**src/rtl/alu_sequencer_pkg.sv**
```systemverilog
// Shared definitions for the ALU instruction sequencer: opcode encodings,
// flag bit positions and the sequencer state type.
package alu_sequencer_pkg;

  localparam int unsigned NREG    = 4;
  localparam int unsigned ALU_OPS = 9;

  localparam logic [3:0] OP_ADD = 4'b0000;
  localparam logic [3:0] OP_SUB = 4'b0001;
  localparam logic [3:0] OP_AND = 4'b0010;
  localparam logic [3:0] OP_OR  = 4'b0011;
  localparam logic [3:0] OP_XOR = 4'b0100;
  localparam logic [3:0] OP_NOT = 4'b0101;
  localparam logic [3:0] OP_CMP = 4'b0110;
  localparam logic [3:0] OP_SHL = 4'b0111;
  localparam logic [3:0] OP_SHR = 4'b1000;
  localparam logic [3:0] OP_LDI = 4'b1111;

  localparam int unsigned FLAG_ZF  = 0;
  localparam int unsigned FLAG_SF  = 1;
  localparam int unsigned FLAG_CF  = 2;
  localparam int unsigned FLAG_COF = 4;

  typedef enum logic [1:0] {
    S_IDLE,
    S_EXEC,
    S_WB
  } seq_state_t;

  function automatic logic op_is_alu(input logic [3:0] op);
    return op < 4'(ALU_OPS);
  endfunction

endpackage

```
**src/rtl/alu_sequencer_regfile.sv**
```systemverilog
// 4x8 register file: one synchronous write port, three asynchronous read
// ports (two operands plus debug), synchronous active-low reset to zero.
module seq_regfile
  import alu_sequencer_pkg::*;
(
  input  logic       clk,
  input  logic       rst_n,
  input  logic       we,
  input  logic [1:0] waddr,
  input  logic [7:0] wdata,
  input  logic [1:0] raddr1,
  input  logic [1:0] raddr2,
  input  logic [1:0] raddr3,
  output logic [7:0] rdata1,
  output logic [7:0] rdata2,
  output logic [7:0] rdata3
);

  logic [7:0] regs [NREG];

  always_ff @(posedge clk) begin
    if (!rst_n) begin
      regs <= '{default: '0};
    end else if (we) begin
      regs[waddr] <= wdata;
    end
  end

  assign rdata1 = regs[raddr1];
  assign rdata2 = regs[raddr2];
  assign rdata3 = regs[raddr3];

endmodule

```
**src/rtl/alu_sequencer.sv**
```systemverilog
// Instruction sequencer for the 8-bit ALU: accepts an instruction, drives the
// external ALU for one cycle, then writes the result back and latches flags.
module alu_sequencer
  import alu_sequencer_pkg::*;
(
  input  logic        CLK,
  input  logic        RST_N,
  input  logic        INSTR_VALID,
  output logic        INSTR_READY,
  input  logic [15:0] INSTR,
  output logic [7:0]  ALU_DATA1,
  output logic [7:0]  ALU_DATA2,
  output logic [3:0]  ALU_OPCODE,
  input  logic [7:0]  ALU_DATAOUT,
  input  logic [4:0]  ALU_FLAGS,
  output logic        DONE,
  output logic        ERR,
  output logic [7:0]  RESULT,
  output logic [4:0]  FLAGS,
  input  logic [1:0]  RD_ADDR,
  output logic [7:0]  RD_DATA
);

  seq_state_t state;

  logic [3:0] op_q;
  logic [1:0] rd_q;
  logic [7:0] imm_q;
  logic [7:0] dout_q;
  logic [4:0] flg_q;

  logic [7:0] rs1_data;
  logic [7:0] rs2_data;

  logic       wb_we;
  logic       wb_flags_we;
  logic [7:0] wb_data;
  logic [4:0] wb_flags;

  seq_regfile u_regfile (
    .clk    (CLK),
    .rst_n  (RST_N),
    .we     (wb_we),
    .waddr  (rd_q),
    .wdata  (wb_data),
    .raddr1 (INSTR[9:8]),
    .raddr2 (INSTR[7:6]),
    .raddr3 (RD_ADDR),
    .rdata1 (rs1_data),
    .rdata2 (rs2_data),
    .rdata3 (RD_DATA)
  );

  assign INSTR_READY = (state == S_IDLE);

  // SUB-equal and CMP-equal are cases where the ALU output is not trustworthy,
  // so the known-correct value is substituted here.
  always_comb begin
    wb_we       = 1'b0;
    wb_flags_we = 1'b0;
    wb_data     = dout_q;
    wb_flags    = flg_q;
    if (state == S_WB) begin
      if (op_q == OP_LDI) begin
        wb_we   = 1'b1;
        wb_data = imm_q;
      end else if (op_q == OP_CMP) begin
        wb_flags_we = 1'b1;
        if (flg_q[FLAG_ZF]) begin
          wb_flags[FLAG_COF] = 1'b0;
        end
      end else if (op_is_alu(op_q)) begin
        wb_we       = 1'b1;
        wb_flags_we = 1'b1;
        if (op_q == OP_SUB && ALU_DATA1 == ALU_DATA2) begin
          wb_data  = '0;
          wb_flags = 5'b00001;
        end
      end
    end
  end

  always_ff @(posedge CLK) begin
    if (!RST_N) begin
      state      <= S_IDLE;
      op_q       <= '0;
      rd_q       <= '0;
      imm_q      <= '0;
      dout_q     <= '0;
      flg_q      <= '0;
      ALU_DATA1  <= '0;
      ALU_DATA2  <= '0;
      ALU_OPCODE <= '0;
      DONE       <= 1'b0;
      ERR        <= 1'b0;
      RESULT     <= '0;
      FLAGS      <= '0;
    end else begin
      case (state)
        S_IDLE: begin
          if (INSTR_VALID) begin
            op_q       <= INSTR[15:12];
            rd_q       <= INSTR[11:10];
            imm_q      <= INSTR[7:0];
            ALU_DATA1  <= rs1_data;
            ALU_DATA2  <= rs2_data;
            ALU_OPCODE <= (INSTR[15:12] == OP_LDI) ? OP_ADD : INSTR[15:12];
            state      <= S_EXEC;
          end
        end
        S_EXEC: begin
          dout_q <= ALU_DATAOUT;
          flg_q  <= ALU_FLAGS;
          DONE   <= 1'b1;
          ERR    <= !op_is_alu(op_q) && (op_q != OP_LDI);
          state  <= S_WB;
        end
        S_WB: begin
          DONE <= 1'b0;
          ERR  <= 1'b0;
          if (wb_we) begin
            RESULT <= wb_data;
          end
          if (wb_flags_we) begin
            FLAGS <= wb_flags;
          end
          state <= S_IDLE;
        end
        default: state <= S_IDLE;
      endcase
    end
  end

endmodule

```
**config.mk**
```make
export PLATFORM = sky130hd
export DESIGN_NAME = alu_sequencer
export DESIGN_NICKNAME = d
export VERILOG_FILES = /design/src/rtl/alu_sequencer_pkg.sv /design/src/rtl/alu_sequencer_regfile.sv /design/src/rtl/alu_sequencer.sv
export SDC_FILE = /design/constraint.sdc
export NUM_CORES = 1
export LEC_CHECK = 0
export BUFFER_PORTS_ARGS = -buffer_cell sky130_fd_sc_hd__buf_4
export CORE_ASPECT_RATIO = 2
export CORE_MARGIN = 5
export CORE_UTILIZATION = 35
export DETAILED_ROUTE_END_ITERATION = 16
export GPL_TIMING_DRIVEN = 0
export PLACE_DENSITY_LB_ADDON = 0.15
export RECOVER_POWER = 100
export SYNTH_ARGS = -nofsm -noshare
export SYNTH_HDL_FRONTEND = slang
export SYNTH_SLANG_ARGS = --single-unit
```
**constraint.sdc**
```tcl
create_clock -name CLK -period 2.7 [get_ports CLK]
set_input_delay 0.135 -clock CLK [delete_from_list [all_inputs] [get_ports CLK]]
set_output_delay 0.135 -clock CLK [all_outputs]
set_load 0.02 [all_outputs]
```
# Yosys cells after proc, flatten, opt, wreduce, memory -nomap -nowiden
# Cells that the tools add are included.
word_totals:
  in_bits: 34
  out_inout_bits: 44
  wordCells: 80
  ff_bits: 96
op_classes:
  n_reduce_logical: 9
  n_lt_le_gt_ge: 6
  eq_ne: 9
  muxes: 35
  n_bitwise: 4
op_table:
  columns: ["op", "count"]
  rows:
  - ["8-bit 2-to-1 mux", 12]
  - ["8-bit binary-select mux with 2-bit select", 3]
  - ["32-bit bitwise mux", 1]
  - ["8-bit demux with 2-bit select", 1]
  - ["5-bit 2-to-1 mux", 3]
  - ["3-bit greater-or-equal comparator (second input constant)", 4]
  - ["2-bit inverter with 3-bit output", 4]
  - ["1-bit 2-to-1 mux", 9]
  - ["4-bit equality test (second input constant)", 2]
  - ["8-bit equality test", 1]
  - ["4-bit 2-to-1 mux", 2]
  - ["2-bit AND reduction", 3]
  - ["4-bit by 1-bit equality test with 1-bit output (second input constant)", 1]
  - ["4-bit by 3-bit equality test with 1-bit output (second input constant)", 1]
  - ["4-bit < comparator (second input constant)", 1]
  - ["4-bit inequality test (second input constant)", 1]
  - ["1-bit one-hot mux with 2 select lines", 2]
  - ["2-bit one-hot mux with 2 select lines", 1]
  - ["1-bit logical AND", 3]
  - ["3-bit by 1-bit < comparator with 1-bit output (second input constant)", 1]
  - ["2-bit by 1-bit equality test with 1-bit output (second input constant)", 1]
  - ["2-bit equality test (second input constant)", 1]
  - ["2-bit logical NOT", 1]
  - ["2-bit 2-to-1 mux", 1]
  - ["3 further kinds", 3]

# Logic depth before layout (Yosys ltp)
depth:
  ltp_word: 8
  depth_mapped: 10
  depth_no_buf: 7

# By module
# Synthesis repeated with hierarchy kept, for this count alone.
hier_totals:
  hier_cells: 448
  hier_area_um2: 4524.3
by_module_without_submodules:
  columns: ["mod", "n_inst", "cells_per_inst", "seq_area_each_um2", "area_per_inst_um2"]
  rows:
  - ["alu_sequencer", 1, 303, 1281.2, 2776.4]
  - ["seq_regfile", 1, 145, 640.6, 1747.9]

# Least setup slack after synthesis
# Ideal clock, no wire load.
synth_timing:
  kind: "flip-flop to flip-flop"
  start: "register state[0]"
  end: "register u_regfile.regs[6] (netlist bit)"
  stages_incl_launch_ff: 11
  path_buffers: 3
  slack_ns: 0.665
  arrival_time_ns: 1.897
  period_less_slack_ns: 2.035
  setup_time_ns: 0.139
  path_cell_list: "dfxtp_1 inv_1 ha_1 buf_2 nor2b_1 a211o_1 and3_1 clkbuf_1 buf_2 o21ai_0 a21oi_1"
synth_via:
  elab_chain_len: 3
synth_lines:
  columns: ["element", "line_no", "source"]
  rows:
  - ["start: declaration", "alu_sequencer.sv:24", "seq_state_t state;"]
  - ["start signal: assignment", "alu_sequencer.sv:85", "state <= S_IDLE;"]
  - ["start signal: assignment", "alu_sequencer.sv:108", "state <= S_EXEC;"]
  - ["start signal: assignment", "alu_sequencer.sv:116", "state <= S_WB;"]
  - ["2-bit equality test *", "alu_sequencer.sv:63", "if (state == S_WB) begin"]
  - ["8-bit 2-to-1 mux", "alu_sequencer.sv:63", null]
  - ["32-bit bitwise mux", "alu_sequencer_regfile.sv:25", "regs[waddr] <= wdata;"]
  - ["end signal: indexed assignment", "alu_sequencer_regfile.sv:25", null]
  - ["end: declaration", "alu_sequencer_regfile.sv:19", "logic [7:0] regs [NREG];"]
# Every way passes the cells marked *; elsewhere a longest branch is shown, timed or not.
# A chain may end at the register's enable or synchronous reset.

# Final worst setup path
layout_timing:
  start: "register op_q[2]"
  end: "register RESULT[4]"
layout_via:
  elab_chain_len: 7
layout_lines:
  columns: ["element", "line_no", "source"]
  rows:
  - ["start: declaration", "alu_sequencer.sv:26", "logic [3:0] op_q;"]
  - ["start signal: assignment", "alu_sequencer.sv:102", "op_q <= INSTR[15:12];"]
  - ["parallel branches: the longest is 7 deep, another holds 4-bit < comparator", null, null]
  - ["end signal: assignment", "alu_sequencer.sv:122", "RESULT <= wb_data;"]
  - ["end: declaration", "alu_sequencer.sv:18", "output logic [7:0] RESULT,"]
# Several ways; the timed one is not identified.

==> flow_metrics.py <==
metrics = {
    "status": {
        "status": "finished, final reports clean",
    },
    "sta": {
        "max-slew-margin-rel": 0.413,
        "final.period_utilization": 0.998,
        "rsz0062_at_grt": "yes",
        "finalSetupViolCount": 0,
        "fin_skew_ns": 0.00812,
        "holdWs_ns": 0.0407,
        "final_hold_viol_count": 0,
        "worst_slack_ns": 0.00464,
        "post-route-min-period_ns": 2.70,
        "fmax_mhz": 371,
        "slew_viol_final": 0,
        "tightest_slew_ns": 0.877,
    },
    "cells_and_area": {
        "drive_above_1_share": 0.163,
        "syn2layout_area_growth_pct": 18.1,
        "fin_area_mm2": 0.00557,
        "antenna_cells": 0,
        "nets": 603,
        "fillers": 1387,
    },
    "power_and_ir_drop": {
        "leakagePower_nw": 2.01,
        "p_per_area_mw_per_mm2": 629,
        "comb_power_share": 0.153,
        "peakVddDrop_v": 0.000330,
        "p_sw_mw": 0.961,
        "switching_share": 0.275,
        "seqPwrFrac": 0.444,
        "clock_power_share": 0.403,
        "p_int_mw": 2.54,
        "p_total_mw": 3.50,
    },
    "placement": {
        "pre_cts_slack_ns": -0.192,
        "port_buffers": 70,
        "dp_hpwl_mm": 11.8,
        "gp_congestion": 0.815,
        "dpl_cell_area_mm2": 0.00543,
    },
    "hold_path": {
        "min_path_cells": 2,
        "hp-class": "in -> reg",
        "hold_path_end": "state[0]",
        "min_from": "INSTR_VALID",
    },
    "critical_path": {
        "cp_cell_sequence": "buf_6 > or2_0 > a2111oi_4 > and4_1 > clkbuf_1 > a2bb2oi_1 > a21oi_1",
        "worst_path_max_delay_cell": "a2111oi_4",
        "cp_max_fo": 10,
        "r2r-end": "RESULT[4]",
        "critPathTopFamily": "compound AO/OA/AOI/OAI gates",
        "r2r_start": "op_q[2]",
        "worstRegToRegCells": 7,
        "end_kind": "flop",
        "crit_type": "reg -> reg",
        "reg2reg_slack_ns": 0.005,
        "slowest_delay_ns": 0.77,
        "start_kind": "flop",
        "worst-endpoint-arrival_ns": 2.92,
        "path_buf_inv": 2,
        "worstPathRequired_ns": 2.92,
    },
    "synth": {
        "yosys.area.top_type": "dfxtp_1",
        "synth.distinct_cells": 43,
        "ys_seq_area_frac": 0.408,
        "synth_cells": 485,
        "ys_ff_latch": 96,
        "synth_commonest_cells": "96 x dfxtp_1, 74 x nand2_1, 48 x a21oi_1",
        "synth_nets": 523,
        "synth_edf_count": 0,
        "yosys.cell_count.top_type": "dfxtp_1",
        "ys.flop_type": "dfxtp_1",
        "synthArstFlopShare": 0,
        "synth_area_leaders": "dfxtp_1 41%, mux4_2 11%, nand2_1 5.9%, a21oi_1 5.1%, o21ai_0 4.9%",
        "yosysTopAreaCellShare": 0.408,
        "synth.avg_cell_area_um2": 9.72,
        "yosys_warnings": 0,
        "synth_area_mm2": 0.00471,
    },
    "routing": {
        "num_vias": 4058,
        "wirelength_mm": 15.1,
        "viasPerCell": 5.60,
        "drt_pass1_iterations": 4,
        "drtIter0Drc": 229,
        "ant_nets": 0,
        "avgRoutedWirePerCell_um": 20.8,
        "drc": 0,
    },
    "grt": {
        "grt_overflow_total": 0,
        "grt.total_usage": 0.191,
        "antenna_found_initial": 0,
        "grt_max_degree": 17,
        "grt_pass1_vias": 4129,
        "grt_first_pass_wirelength_mm": 23.3,
    },
    "cts": {
        "clkSlewWorstSetupHoldPaths_ns": 0.07,
        "clk_path_buf_depth": 2,
        "cts_hold_buf": 0,
        "cts_tree": "yes",
        "clock_sinks": 96,
        "numCtsBuffers": 9,
        "cts_setup_buffers": 0,
        "clockRootBuffer": "clkbuf_16",
        "clk-insertion-delay-late_ns": 0.35,
        "ctsHtreeMaxLevel": 3,
    },
    "floorplan": {
        "die_area_mm2": 0.0160,
        "die_h_um": 174,
        "rows": 60,
        "io_pins": 78,
        "die_w_um": 92.0,
        "core_mm2": 0.0134,
        "initial_core_util": 0.353,
    },
    "run": {
        "cap_violations": 0,
    },
}
-- power groups by stage --
stage | clock (mW) | combinational (mW) | sequential (mW)
finish | 1.41 | 0.534 | 1.55
global route | 1.50 | 0.581 | 1.56
CTS | 1.43 | 0.572 | 1.55
detailed placement | 0 | 0.571 | 1.59
global placement | 0 | 0.564 | 1.58
floorplan | 0 | 0.345 | 1.59
-- flip-flops by register name, summed over array words and instances, names as in the netlist --
name            flops
ERR                 1
RESULT              8
ALU_DATA1           8
dout_q              8
imm_q               8
DONE                1
FLAGS               5
op_q                4
u_regfile.regs     32
state               2
flg_q               5
ALU_OPCODE          4
ALU_DATA2           8
rd_q                2
-- worst reg2reg max path: cells and delay by family (launching register included) --
family                 cells  cell delay, ns
AOI/OAI and AO/OA          3            1.13
buffers and inverters      2            0.58
and+or+nand+nor            2            0.54
DFF                        1            0.31
-- cells in the final DEF, fill, tap and decap left out, types with 4 or more instances in the layout --
master / instances
nor2_1: 6
mux2i_1: 14
buf_2: 5
o21ai_0: 46
buf_4: 26
nor2_2: 5
clkbuf_16: 9
a21boi_0: 30
clkbuf_1: 72
nand3_1: 7
ha_1: 4
nand2_1: 74
and3_1: 10
nand4_1: 4
a22oi_1: 4
dfxtp_1: 96
a21oi_1: 48
a2111oi_2: 4
a2bb2oi_1: 6
mux4_2: 24
a2111oi_4: 5
and4_1: 4
nor2b_1: 23
-- what timing repair did --
| action | CTS | global route |
|---|---|---|
| endpoints found under the setup margin | 24 | 26 |
| pin swaps | 0 | 0 |
| gates cloned | 0 | 0 |
| gates resized for setup | 0 | 4 |
| endpoints found under the hold margin | 0 | 0 |
-- final cells by class --
cell class	instances	area [um^2]	share of cell area
flip-flops and latches	96	1920	0.345
clock inverters	6	91.3	0.0164
inverters	3	11.3	0.00202
clock buffers	10	239	0.0429
well taps	155	194	0.0348
repair buffers	70	360	0.0647
plain buffers	37	154	0.0277
multi-input cells	348	2590	0.466
-- cells by family after synthesis --
family | count (synthesis) | synth area share
mux | 38 | 0.144
compound gates | 153 | 0.235
buf+inv | 41 | 0.0366
flops | 96 | 0.408
simple gates | 148 | 0.156
xor+xnor | 5 | 0.00930
fa+ha+maj | 4 | 0.0106
-- worst max path at each step --
stage,cells past startpoint,slack [ns],from,endpoint
floorplan,10,0.66,state[0],u_regfile.regs[6]
global placement,9,-0.17,state[0],u_regfile.regs[30]
detailed placement,9,-0.19,state[0],u_regfile.regs[29]
CTS,9,-0.21,state[0],u_regfile.regs[29]
global route,9,-0.11,state[0],u_regfile.regs[30]
finish,7,0.005,op_q[2],RESULT[4]
-- stage by stage --
stage | utilization | setup TNS (ns) | instances
floorplan | - | 0 | 485
global placement | 0.406 | -1.31 | 710
detailed placement | 0.406 | -2.07 | 710
CTS | 0.431 | -2.50 | 726
global route | 0.416 | -0.452 | 725
finish | 0.416 | 0 | 725
-- metal layers --
layer / global-route usage / routed length, um
met5: 0 / 0
met4: 0.108 / 566
met3: 0.0333 / 645
met2: 0.358 / 8500
met1: 0.195 / 5390
No activity file was read; power rests on OpenSTA's default activity.
